### src/rtl/fpu_issue_stage.sv
// Issue/capture stage in front of the combinational fpu: registers one
// operation onto the fpu inputs, waits a per-opcode latency budget, then
// captures the result and hands it to writeback over a valid/ready handshake.
module fpu_issue_stage #(
  parameter int MUL_LAT  = 2,
  parameter int DIV_LAT  = 8,
  parameter int FMA_LAT  = 3,
  parameter int BASE_LAT = 1
) (
  input  logic        CLK,
  input  logic        RESET,
  input  logic        IN_VALID,
  output logic        IN_READY,
  input  logic [31:0] IN_DATA1,
  input  logic [31:0] IN_DATA2,
  input  logic [31:0] IN_DATA3,
  input  logic [4:0]  IN_SELECT,
  input  logic [4:0]  IN_RD,
  output logic [31:0] FPU_DATA1,
  output logic [31:0] FPU_DATA2,
  output logic [31:0] FPU_DATA3,
  output logic [4:0]  FPU_SELECT,
  input  logic [31:0] FPU_RESULT,
  output logic        OUT_VALID,
  input  logic        OUT_READY,
  output logic [31:0] OUT_RESULT,
  output logic [4:0]  OUT_RD,
  output logic        OUT_INT,
  output logic        BUSY
);

  typedef enum logic [1:0] {IDLE, EXEC, DONE} state_t;

  state_t      state_q, state_d;
  logic [3:0]  cnt_q, cnt_d;
  logic [4:0]  rd_q;
  logic        int_q;
  logic        accept;
  logic        capture;

  // Latency budget minus one, so the counter reaches zero on the capture cycle
  function automatic logic [3:0] lat_m1(input logic [4:0] sel);
    int lat;
    case (sel)
      5'b00011:                               lat = MUL_LAT;
      5'b00100:                               lat = DIV_LAT;
      5'b01110, 5'b01111, 5'b10000, 5'b10001: lat = FMA_LAT;
      default:                                lat = BASE_LAT;
    endcase
    return 4'(lat - 1);
  endfunction

  // Opcodes whose result goes to the integer register file
  function automatic logic int_dest(input logic [4:0] sel);
    case (sel)
      5'b01010, 5'b01011, 5'b01100,
      5'b10010, 5'b10011, 5'b10100: return 1'b1;
      default:                      return 1'b0;
    endcase
  endfunction

  assign IN_READY = (state_q == IDLE) | ((state_q == DONE) & OUT_READY);
  assign accept   = IN_VALID & IN_READY;
  assign BUSY     = (state_q != IDLE);

  // Next-state and counter logic; DONE can hand straight over to a new op
  always_comb begin
    state_d = state_q;
    cnt_d   = cnt_q;
    capture = 1'b0;
    case (state_q)
      IDLE: begin
        if (accept) begin
          state_d = EXEC;
          cnt_d   = lat_m1(IN_SELECT);
        end
      end
      EXEC: begin
        if (cnt_q != 4'd0) begin
          cnt_d = cnt_q - 4'd1;
        end else begin
          capture = 1'b1;
          state_d = DONE;
        end
      end
      DONE: begin
        if (OUT_READY) begin
          if (accept) begin
            state_d = EXEC;
            cnt_d   = lat_m1(IN_SELECT);
          end else begin
            state_d = IDLE;
          end
        end
      end
      default: begin
        state_d = IDLE;
        cnt_d   = 4'd0;
      end
    endcase
  end

  // State and latency counter registers
  always_ff @(posedge CLK or negedge RESET) begin
    if (!RESET) begin
      state_q <= IDLE;
      cnt_q   <= 4'd0;
    end else begin
      state_q <= state_d;
      cnt_q   <= cnt_d;
    end
  end

  // Operand, opcode and tag registers only move on an accepted operation
  always_ff @(posedge CLK or negedge RESET) begin
    if (!RESET) begin
      FPU_DATA1  <= 32'd0;
      FPU_DATA2  <= 32'd0;
      FPU_DATA3  <= 32'd0;
      FPU_SELECT <= 5'd0;
      rd_q       <= 5'd0;
      int_q      <= 1'b0;
    end else if (accept) begin
      FPU_DATA1  <= IN_DATA1;
      FPU_DATA2  <= IN_DATA2;
      FPU_DATA3  <= IN_DATA3;
      FPU_SELECT <= IN_SELECT;
      rd_q       <= IN_RD;
      int_q      <= int_dest(IN_SELECT);
    end
  end

  // Result capture and writeback valid; data holds until the next capture
  always_ff @(posedge CLK or negedge RESET) begin
    if (!RESET) begin
      OUT_VALID  <= 1'b0;
      OUT_RESULT <= 32'd0;
      OUT_RD     <= 5'd0;
      OUT_INT    <= 1'b0;
    end else if (capture) begin
      OUT_VALID  <= 1'b1;
      OUT_RESULT <= FPU_RESULT;
      OUT_RD     <= rd_q;
      OUT_INT    <= int_q;
    end else if ((state_q == DONE) && OUT_READY) begin
      OUT_VALID  <= 1'b0;
    end
  end

endmodule
### config.mk
export PLATFORM = sky130hd
export DESIGN_NAME = fpu_issue_stage
export DESIGN_NICKNAME = d
export VERILOG_FILES = /design/src/rtl/fpu_issue_stage.sv
export SDC_FILE = /design/constraint.sdc
export NUM_CORES = 1
export LEC_CHECK = 0
export CORE_MARGIN = 3
export CORE_UTILIZATION = 44
export DETAILED_ROUTE_END_ITERATION = 8
export PLACE_DENSITY = 0.85
export SKIP_LAST_GASP = 1
export SLEW_MARGIN = 20
export SYNTH_ARGS = -nofsm -noshare
export SYNTH_HDL_FRONTEND = slang
export SYNTH_SLANG_ARGS = --single-unit
### constraint.sdc
create_clock -name CLK -period 2.4 [get_ports CLK]
set_input_delay 0.24 -clock CLK [delete_from_list [all_inputs] [get_ports CLK]]
set_output_delay 0.24 -clock CLK [all_outputs]
set_load 0.02 [all_outputs]
==> flow_summary.yaml, run 1 <==
run_status:
  status: "complete, no violations"
critical_path:
  start_kind: "flip-flop"
  path_class: "reg2out"
  crit_arrival_ns: 1.83
  end_kind: "output port"
  required_ns: 2.16
  crit_path_max_fanout: 15
power_and_ir_drop:
  ir_drop_mv: 0.793
  p_leak_nw: 4.09
  p_per_area_mw_per_mm2: 1510
detailed_routing:
  vias: 4245
  viasPerCell: 5.02
  drt_iter0_drc: 258
  finalWirelength_um: 16800
  ant_nets: 0
  drc_errors: 0
  first_pass_iters: 5
  wl_per_cell_um: 19.8
synthesis:
  yosysWarningCount: 0
  syn_area_per_cell_um2: 16.3
  synth_top_family_by_area: "multiplexers"
  synth_xor_area_share_pct: 0.146
  ys_ff_latch: 152
  synth_area_mm2: 0.00599
  synthesis.nets: 510
  yosysUniqueCellTypes: 32
  synth_mux_area_share_pct: 29.3
  seq_area_frac_synth_pct: 63.5
  yosys.area_share.simple_pct: 2.53
  synthCells: 367
  synth_compound_gate_area_share_pct: 2.07
  synthAdderAreaFrac_pct: 0.209
placed_design:
  place_inst: 813
  placed_area_mm2: 0.00903
  gp_congestion: 0.797
  dp_hpwl_um: 12300
  io_buffers: 283
sta:
  layout_min_cycle_time_ns: 2.07
  slew_headroom_pct: 62.1
  fin_crit_sh_pct: 86.2
  finalSetupViolCount: 0
  rsz0062_at_grt: "false"
  hold_viol_final: 0
  fin_skew_ns: 0.00500
  tightest_slew_ns: 0.569
  fin_tns_setup_ns: 0
  clock.fmax_ghz: 0.483
  drv_slew: 0
clock_network:
  cts_resized: 0
  cts.sinks: 152
  cts_max_level: 4
  cts.clk_slew.worst_paths_ns: 0.06
  cts_buffer_depth: 2
  clock_latency_ns: 0.42
  cts_buffers: 17
  post_cts_buffers: 0
  ctsRootBufferMaster: "clkbuf_16"
  cts_tree: "yes"
floorplan:
  die_area_mm2: 0.0150
  die_w_um: 123
  die_h_um: 123
  core-area_mm2: 0.0130
  rows: 41
  io_pins: 284
  initial_core_util_pct: 46.1
grt:
  grt_pass1_vias: 4645
  track_usage_pct: 22.8
  grt_overflow: 0
  grt_max_degree: 63
  antenna_found_initial: 0
  grt_first_pass_wirelength_um: 26000
layout:
  antenna_cells: 0
  final_area_mm2: 0.00974
  finish.utilization_pct: 75.0
  layout.nets: 804
  final_cells: 846
  filler_cell_count: 823
  areaGrowthSynthToFinish_pct: 62.7
  drive_above_1_share_pct: 28.3
run:
  maxCapViolCount: 0
hold_path:
  min_path_type: "in2async"
-- critical path, stage by stage (launching register included) --
cell	delay (ns)
dfrtp_1	0.53
or2_2	0.34
clkdlybuf4s50_1	0.54
-- where the power goes --
part	leakage, nW	switching, W	internal [W]
Sequential	1.79	0.000750	0.00388
Clock	0.343	0.000995	0.00207
Combinational	1.96	0.00320	0.00386
Total	4.09	0.00494	0.00981
-- sequential cells by signal, indices dropped and copies added, names as in the netlist, 2 cells and up --
name        count
OUT_RD          5
state_q         2
OUT_RESULT     32
rd_q            5
FPU_SELECT      5
cnt_q           4
FPU_DATA3      32
FPU_DATA1      32
FPU_DATA2      32
-- area by class of cell --
type                       count  area, µm²  share of cell area, %
clock buffer                  26        539                   5.54
clock inverter                 6        155                   1.59
inverter                       4       15.0                  0.154
multi-input combinational    194       2060                   21.1
sequential                   152       3800                   39.1
tap                          172        215                   2.21
timing repair buffer         292       2950                   30.3
-- logic make-up (layout without fill, tap and decap cells) --
group	count (synthesis)	after routing
DFF	152	152
muxes	146	146
and+or+nand+nor	25	25
AOI/OAI and AO/OA	21	21
buffers and inverters	21	328
adders and majority gates	1	1
xor gates and xnor gates	1	1
-- synthesized netlist by cell type, drive strengths merged --
| cell type | instances | share of area (%) |
|---|---|---|
| dfrtp | 152 | 64 |
| mux2 | 146 | 29 |
| buf | 16 | 1.9 |
| a21oi | 8 | 0.67 |
| o21ai | 7 | 0.59 |
| inv | 4 | 0.25 |
| nand2 | 4 | 0.25 |
| nand2b | 3 | 0.36 |
| nor2 | 3 | 0.19 |
| nor2b | 3 | 0.31 |
| nor3 | 2 | 0.17 |
| nor4 | 2 | 0.21 |
| a2111oi | 1 | 0.15 |
| a21o | 1 | 0.13 |
| a22o | 1 | 0.15 |
| a2bb2oi | 1 | 0.15 |
| and2 | 1 | 0.15 |
| clkbuf | 1 | 0.063 |
| ha | 1 | 0.21 |
| nand3 | 1 | 0.084 |
| nand3b | 1 | 0.13 |
| nor3b | 1 | 0.21 |
| o211ai | 1 | 0.13 |
| o31ai | 1 | 0.13 |
| or2 | 1 | 0.10 |
| or2b | 1 | 0.13 |
| or3 | 1 | 0.10 |
| or3b | 1 | 0.15 |
| xnor2 | 1 | 0.15 |
-- timing repair --
| action | in CTS | in global routing |
|---|---|---|
| setup endpoints to repair | 0 | 0 |
| hold endpoints to repair | 59 | 0 |
| hold buffers | 1 | 0 |
-- through the flow --
stage          power (W)  setup WS [ns]  hold slack, ns
3_3_place_gp      0.0115          0.355           0.261
5_1_grt           0.0155          0.259           0.415
4_1_cts           0.0149          0.323           0.388
2_1_floorplan    0.00831          0.832         -0.0556
6_report          0.0148          0.331           0.371
3_5_place_dp      0.0117          0.265           0.269
-- routing by layer --
| layer | global-route usage (%) | vias to the layer above | routed length (µm) |
|---|---|---|---|
| met5 | 0 | - | 0 |
| met2 | 40.1 | 192 | 8900 |
| met1 | 25.6 | 2122 | 6000 |
| li1 | - | 1900 | - |
| met3 | 8.39 | 31 | 1520 |
| met4 | 7.98 | 0 | 359 |
-- placed cells by master (no fill, tap or decap), types with 4 or more instances in the layout --
cell type,n
mux2_4,30
buf_4,4
buf_12,4
clkdlybuf4s50_1,282
dfrtp_1,152
bufinv_16,5
inv_1,4
clkbuf_8,8
o21ai_0,7
clkbuf_16,17
mux2_2,116
a21oi_1,8
-- path summary, 6_finish.rpt --
kind / from / end / slack (ns) / cells past startpoint
worst min register to register: FPU_DATA1[10]$_DFFE_PN0P_ / FPU_DATA1[10]$_DFFE_PN0P_ / 0.50 / 1
worst max register to register: state_q[0]$_DFFE_PN0P_ / FPU_DATA1[6]$_DFFE_PN0P_ / 0.45 / 4
worst min-delay path: RESET / OUT_RESULT[28]$_DFFE_PN0P_ / 0.37 / 2
worst max-delay path: state_q[0]$_DFFE_PN0P_ / BUSY / 0.33 / 2
min in group CLK: IN_DATA1[10] / FPU_DATA1[10]$_DFFE_PN0P_ / 0.43 / 2
max in group asynchronous: RESET / OUT_RESULT[31]$_DFFE_PN0P_ / 1.22 / 3
No activity file was read; power rests on OpenSTA's default activity.
==> run 2: changes to the inputs <==
--- a/config.mk
+++ b/config.mk
@@ -5,7 +5,6 @@
 export SDC_FILE = /design/constraint.sdc
 export NUM_CORES = 1
 export LEC_CHECK = 0
-export CORE_MARGIN = 3
 export CORE_UTILIZATION = 44
 export DETAILED_ROUTE_END_ITERATION = 8
 export PLACE_DENSITY = 0.85
==> constraint.sdc (replaced) <==
create_clock -name CLK -period 2.55 [get_ports CLK]
set_input_delay 0.255 -clock CLK [delete_from_list [all_inputs] [get_ports CLK]]
set_output_delay 0.255 -clock CLK [all_outputs]
set_load 0.02 [all_outputs]
==> run 2 against run 1 <==
Net effect: critical path type is now reg2reg; via count decreased by 2.1%; sequential power down 6.5%; wire length shrank 9.5%; sequential share of layout area grew 0.57 points; die area decreased by 6.4%; clock power shrank 18%; clock skew is 0.0035 ns higher; hold slack gained 0.041 ns; non-clock buffer count down 3.
==> flow_summary.yaml, run 2 (synthesis results as in run 1) <==
clock_network:
  cts.clk_slew.worst_paths_ns: 0.06
  cts.sinks: 152
  cts_resized: 0
  ctsRootBufferMaster: "clkbuf_16"
  cts_max_level: 4
  cts_buffers: 17
  cts_hold_buf: 1
  clock_latency_ns: 0.41
  cts_tree: "yes"
  post_cts_buffers: 0
  cts_buffer_depth: 2
placed_design:
  place_inst: 814
  dp_slack_ns: 0.340
  io_buffers: 283
  gp_congestion: 0.807
  dp_hpwl_um: 11100
sta:
  worst_slack_ns: 0.499
  hold_viol_final: 0
  finalSetupViolCount: 0
  drv_slew: 0
  slew_headroom_pct: 54.6
  clock.fmax_ghz: 0.488
  fin_skew_ns: 0.00849
  rsz0062_at_grt: "false"
  fin_tns_setup_ns: 0
  tightest_slew_ns: 0.681
  fin_crit_sh_pct: 80.4
  layout_min_cycle_time_ns: 2.05
power_and_ir_drop:
  p_comb_share_pct: 48.9
  ir_drop_mv: 0.673
  p_clk_share_pct: 18.7
  p_seq_share_pct: 32.4
  p_int_w: 0.00883
  p_per_area_mw_per_mm2: 1390
  netSwitchingPower_w: 0.00455
  p_leak_nw: 4.02
  switching_share_pct: 34.0
layout:
  antenna_cells: 0
  mostFrequentLayoutCells: "282 x clkdlybuf4s50_1, 152 x dfrtp_1, 116 x mux2_2"
  drive_above_1_share_pct: 27.7
  mostFrequentLayoutCell: "clkdlybuf4s50_1"
  multiInputGateArea_mm2: 0.00206
  final_cells: 845
  seqCellArea_mm2: 0.00380
  layout.nets: 801
  filler_cell_count: 900
  areaGrowthSynthToFinish_pct: 60.3
floorplan:
  die_area_mm2: 0.0141
  die_w_um: 119
  initial_core_util_pct: 45.2
  io_pins: 284
  die_h_um: 119
  rows: 42
  core-area_mm2: 0.0132
critical_path:
  crit_path_max_fanout: 35
  path_class: "reg2reg"
  start_kind: "flip-flop"
  crit_arrival_ns: 2.34
  end_kind: "flip-flop"
  required_ns: 2.84
detailed_routing:
  viasPerCell: 4.92
  vias: 4157
  wl_per_cell_um: 18.0
  finalWirelength_um: 15200
  ant_nets: 0
  drc_errors: 0
  drt_iter0_drc: 155
  first_pass_iters: 6
grt:
  track_usage_pct: 22.6
  antenna_found_initial: 0
  grt_overflow: 0
  grt_first_pass_wirelength_um: 24300
  grt_max_degree: 75
  grt_pass1_vias: 4624
hold_path:
  min_path_type: "in2async"
run:
  maxCapViolCount: 0
run_status:
  status: "complete, no violations"
## run 2: power groups by stage
stage | registers, W | logic [W] | clock network, W
CTS | 0.00434 | 0.00661 | 0.00255
global route | 0.00449 | 0.00686 | 0.00265
floorplan | 0.00569 | 0.00213 | 0
detailed placement | 0.00437 | 0.00657 | 0
finish | 0.00433 | 0.00654 | 0.00251
global placement | 0.00428 | 0.00641 | 0
## run 2: critical path, cell delays in order, from the launching register on
cell and delay, ns:
dfrtp_1 0.38, inv_1 0.08, ha_1 0.24, nor3b_2 0.20, nand2_2 0.16, buf_4 0.45
mux2_2 0.40
## run 2: worst paths after layout
kind / slack [ns] / from / cells past startpoint / to
max in group asynchronous: 1.32 / RESET / 3 / rd_q[4]$_DFFE_PN0P_
worst min register to register: 0.50 / OUT_RESULT[9]$_DFFE_PN0P_ / 1 / OUT_RESULT[9]$_DFFE_PN0P_
worst max register to register: 0.50 / cnt_q[0]$_DFFE_PN0P_ / 6 / OUT_RESULT[7]$_DFFE_PN0P_
worst min-delay path: 0.41 / RESET / 2 / FPU_DATA3[7]$_DFFE_PN0P_
min in group CLK: 0.45 / FPU_RESULT[18] / 2 / OUT_RESULT[18]$_DFFE_PN0P_
worst max-delay path: 0.50 / cnt_q[0]$_DFFE_PN0P_ / 6 / OUT_RESULT[7]$_DFFE_PN0P_
## run 2: layer usage
metal | part of all wire [%] | vias to the layer above | wire, µm | global-route usage [%]
met5 | 0 | - | 0 | 0
met4 | 2.7 | 0 | 413 | 10.1
met3 | 7.0 | 36 | 1070 | 7.48
met2 | 53 | 187 | 8080 | 40.1
met1 | 37 | 2056 | 5620 | 24.1
li1 | - | 1878 | - | -
## run 2: layout make-up
class | instances | area share [%]
Multi-Input combinational cell | 194 | 21.4
Tap cell | 176 | 2.29
Timing Repair Buffer | 289 | 30.4
Sequential cell | 152 | 39.6
Clock buffer | 21 | 4.80
Clock inverter | 9 | 1.30
Inverter | 4 | 0.156
## run 2: metrics by stage
step	hold slack (ns)	total power [W]	instance area [µm²]	util, %
CTS	0.434	0.0135	9600	72.5
finish	0.412	0.0134	9600	72.5
global placement	0.299	0.0107	9000	68.0
global route	0.438	0.0140	9600	72.5
floorplan	-0.0406	0.00782	5990	-
detailed placement	0.312	0.0109	9000	68.0
==> run 3: changes to the inputs <==
--- a/config.mk
+++ b/config.mk
@@ -5,9 +5,9 @@
 export SDC_FILE = /design/constraint.sdc
 export NUM_CORES = 1
 export LEC_CHECK = 0
-export CORE_UTILIZATION = 44
+export CORE_UTILIZATION = 41
 export DETAILED_ROUTE_END_ITERATION = 8
-export PLACE_DENSITY = 0.85
+export PLACE_DENSITY = 0.8
 export SKIP_LAST_GASP = 1
 export SLEW_MARGIN = 20
 export SYNTH_ARGS = -nofsm -noshare
==> constraint.sdc (replaced) <==
create_clock -name CLK -period 2 [get_ports CLK]
set_input_delay 0.2 -clock CLK [delete_from_list [all_inputs] [get_ports CLK]]
set_output_delay 0.2 -clock CLK [all_outputs]
set_load 0.02 [all_outputs]
==> run 3 against run 2 <==
Net effect: sequential cell count unchanged; non-clock buffer count is 10 higher; register-to-register slack worse by 0.31 ns; core utilization fell by 3.0 points; combinational power up 29%; setup slack got worse by 0.45 ns; cell count rose by 1.7%; critical path type is now reg2out; largest cell class unchanged; highest routed layer unchanged.
==> flow_summary.yaml, run 3 (synthesis results as in run 1) <==
run_status:
  status: "complete, no violations"
power_and_ir_drop:
  p_seq_share_pct: 31.9
  netSwitchingPower_w: 0.00585
  p_clk_share_pct: 19.7
  p_int_w: 0.0115
  p_leak_nw: 4.10
  ir_drop_mv: 0.860
  p_comb_share_pct: 48.4
  p_per_area_mw_per_mm2: 1780
  switching_share_pct: 33.7
layout:
  finish.utilization_pct: 69.5
  drive_above_1_share_pct: 29.2
  antenna_cells: 0
  mostFrequentLayoutCell: "clkdlybuf4s50_1"
  areaGrowthSynthToFinish_pct: 63.0
  multiInputGateArea_mm2: 0.00206
  seqCellArea_mm2: 0.00380
  mostFrequentLayoutCells: "282 x clkdlybuf4s50_1, 151 x dfrtp_1, 116 x mux2_2"
  layout.nets: 811
  filler_cell_count: 920
  final_area_mm2: 0.00976
  final_cells: 859
critical_path:
  required_ns: 1.80
  critPathTopFamily: "buffers and inverters"
  path_class: "reg2out"
  r2r_slack_ns: 0.19
  cp_cell_sequence: "or2_2 > clkdlybuf4s50_1"
  cp_slowest_cell: "clkdlybuf4s50_1"
  start_kind: "flip-flop"
  end_kind: "output port"
  r2r-end: "OUT_RESULT[6]$_DFFE_PN0P_"
  reg2regPathDepth: 6
  reg2reg_from: "cnt_q[0]$_DFFE_PN0P_"
  crit_path_max_fanout: 15
  crit_arrival_ns: 1.75
  slowest_delay_ns: 0.54
  crit_start: "state_q[0]$_DFFE_PN0P_"
  worst-path-buf-inv: 1
floorplan:
  rows: 43
  io_pins: 284
  core-area_mm2: 0.0140
  die_h_um: 123
  die_w_um: 123
  die_area_mm2: 0.0151
  initial_core_util_pct: 42.6
placed_design:
  placed_area_mm2: 0.00911
  io_buffers: 283
  place_inst: 828
  gp_congestion: 0.821
  dp_hpwl_um: 11400
grt:
  grt_use_met3_pct: 9.90
  gr-max-usage-layer: "met2"
  antenna_found_initial: 0
  grt_pass1_vias: 4496
  grt_use_met1_pct: 21.6
  grt_overflow: 0
  track_usage_pct: 20.8
  grt_first_pass_wirelength_um: 23200
  grt_max_degree: 64
  met2_usage_pct: 36.2
detailed_routing:
  drt_iter0_drc: 112
  finalWirelength_um: 15500
  drc_errors: 0
  ant_nets: 0
  vias: 4197
  wl_per_cell_um: 18.0
  first_pass_iters: 4
  viasPerCell: 4.89
sta:
  finalSetupViolCount: 0
  holdWs_ns: 0.346
  layout_min_cycle_time_ns: 1.95
  fin_crit_sh_pct: 97.5
  hold_viol_final: 0
  slew_headroom_pct: 57.9
  fin_tns_setup_ns: 0
  tightest_slew_ns: 0.631
  fin_skew_ns: 0.00852
  rsz0062_at_grt: "false"
  drv_slew: 0
  clock.fmax_ghz: 0.513
run:
  maxCapViolCount: 0
clock_network:
  cts.sinks: 152
  cts_max_level: 4
  cts_buffer_depth: 2
  ctsRootBufferMaster: "clkbuf_16"
  cts.clk_slew.worst_paths_ns: 0.06
  cts_buffers: 17
  post_cts_buffers: 0
  clock_latency_ns: 0.42
  cts_tree: "yes"
hold_path:
  min_path_type: "in2async"
run 3: timing repair:
action	4_1_cts	5_1_grt
endpoints found under the setup margin	1	0
hold buffers	1	0
hold endpoints to repair	58	0
gates resized for setup	1	0
run 3: worst max path at each step:
stage / end / slack [ns] / cells after the start
4_1_cts: BUSY / 0.04 / 2
3_5_place_dp: FPU_DATA1[1]$_DFFE_PN0P_ / 0.09 / 5
3_3_place_gp: FPU_DATA1[1]$_DFFE_PN0P_ / 0.14 / 5
2_1_floorplan: OUT_RD[0]$_DFFE_PN0P_ / 0.43 / 6
5_1_grt: BUSY / 0.005 / 2
6_report: BUSY / 0.05 / 2
run 3: power by group through the flow:
| stage | combinational [W] | sequential (W) | clock [W] |
|---|---|---|---|
| 4_1_cts | 0.00852 | 0.00556 | 0.00349 |
| 2_1_floorplan | 0.00272 | 0.00725 | 0 |
| 3_3_place_gp | 0.00828 | 0.00546 | 0 |
| 3_5_place_dp | 0.00846 | 0.00559 | 0 |
| 5_1_grt | 0.00887 | 0.00573 | 0.00364 |
| 6_report | 0.00842 | 0.00554 | 0.00343 |
run 3: cell type report:
| class | instances | share of cell area [%] |
|---|---|---|
| Tap cell | 180 | 2.31 |
| Timing Repair Buffer | 299 | 30.9 |
| Multi-Input combinational cell | 194 | 21.1 |
| Inverter | 4 | 0.154 |
| Sequential cell | 152 | 39.0 |
| Clock buffer | 22 | 5.07 |
| Clock inverter | 8 | 1.46 |
run 3: per-stage QoR:
step / total power [W] / setup WS (ns)
floorplan: 0.00997 / 0.432
global placement: 0.0137 / 0.137
detailed placement: 0.0140 / 0.0898
CTS: 0.0176 / 0.0390
global route: 0.0182 / 0.00535
finish: 0.0174 / 0.0492
run 3: layer usage:
metal  share of wire, %  up-vias
met4                2.0        0
met2                 52      189
met5                  0        -
met1                 36     2078
li1                   -     1900
met3                 11       30
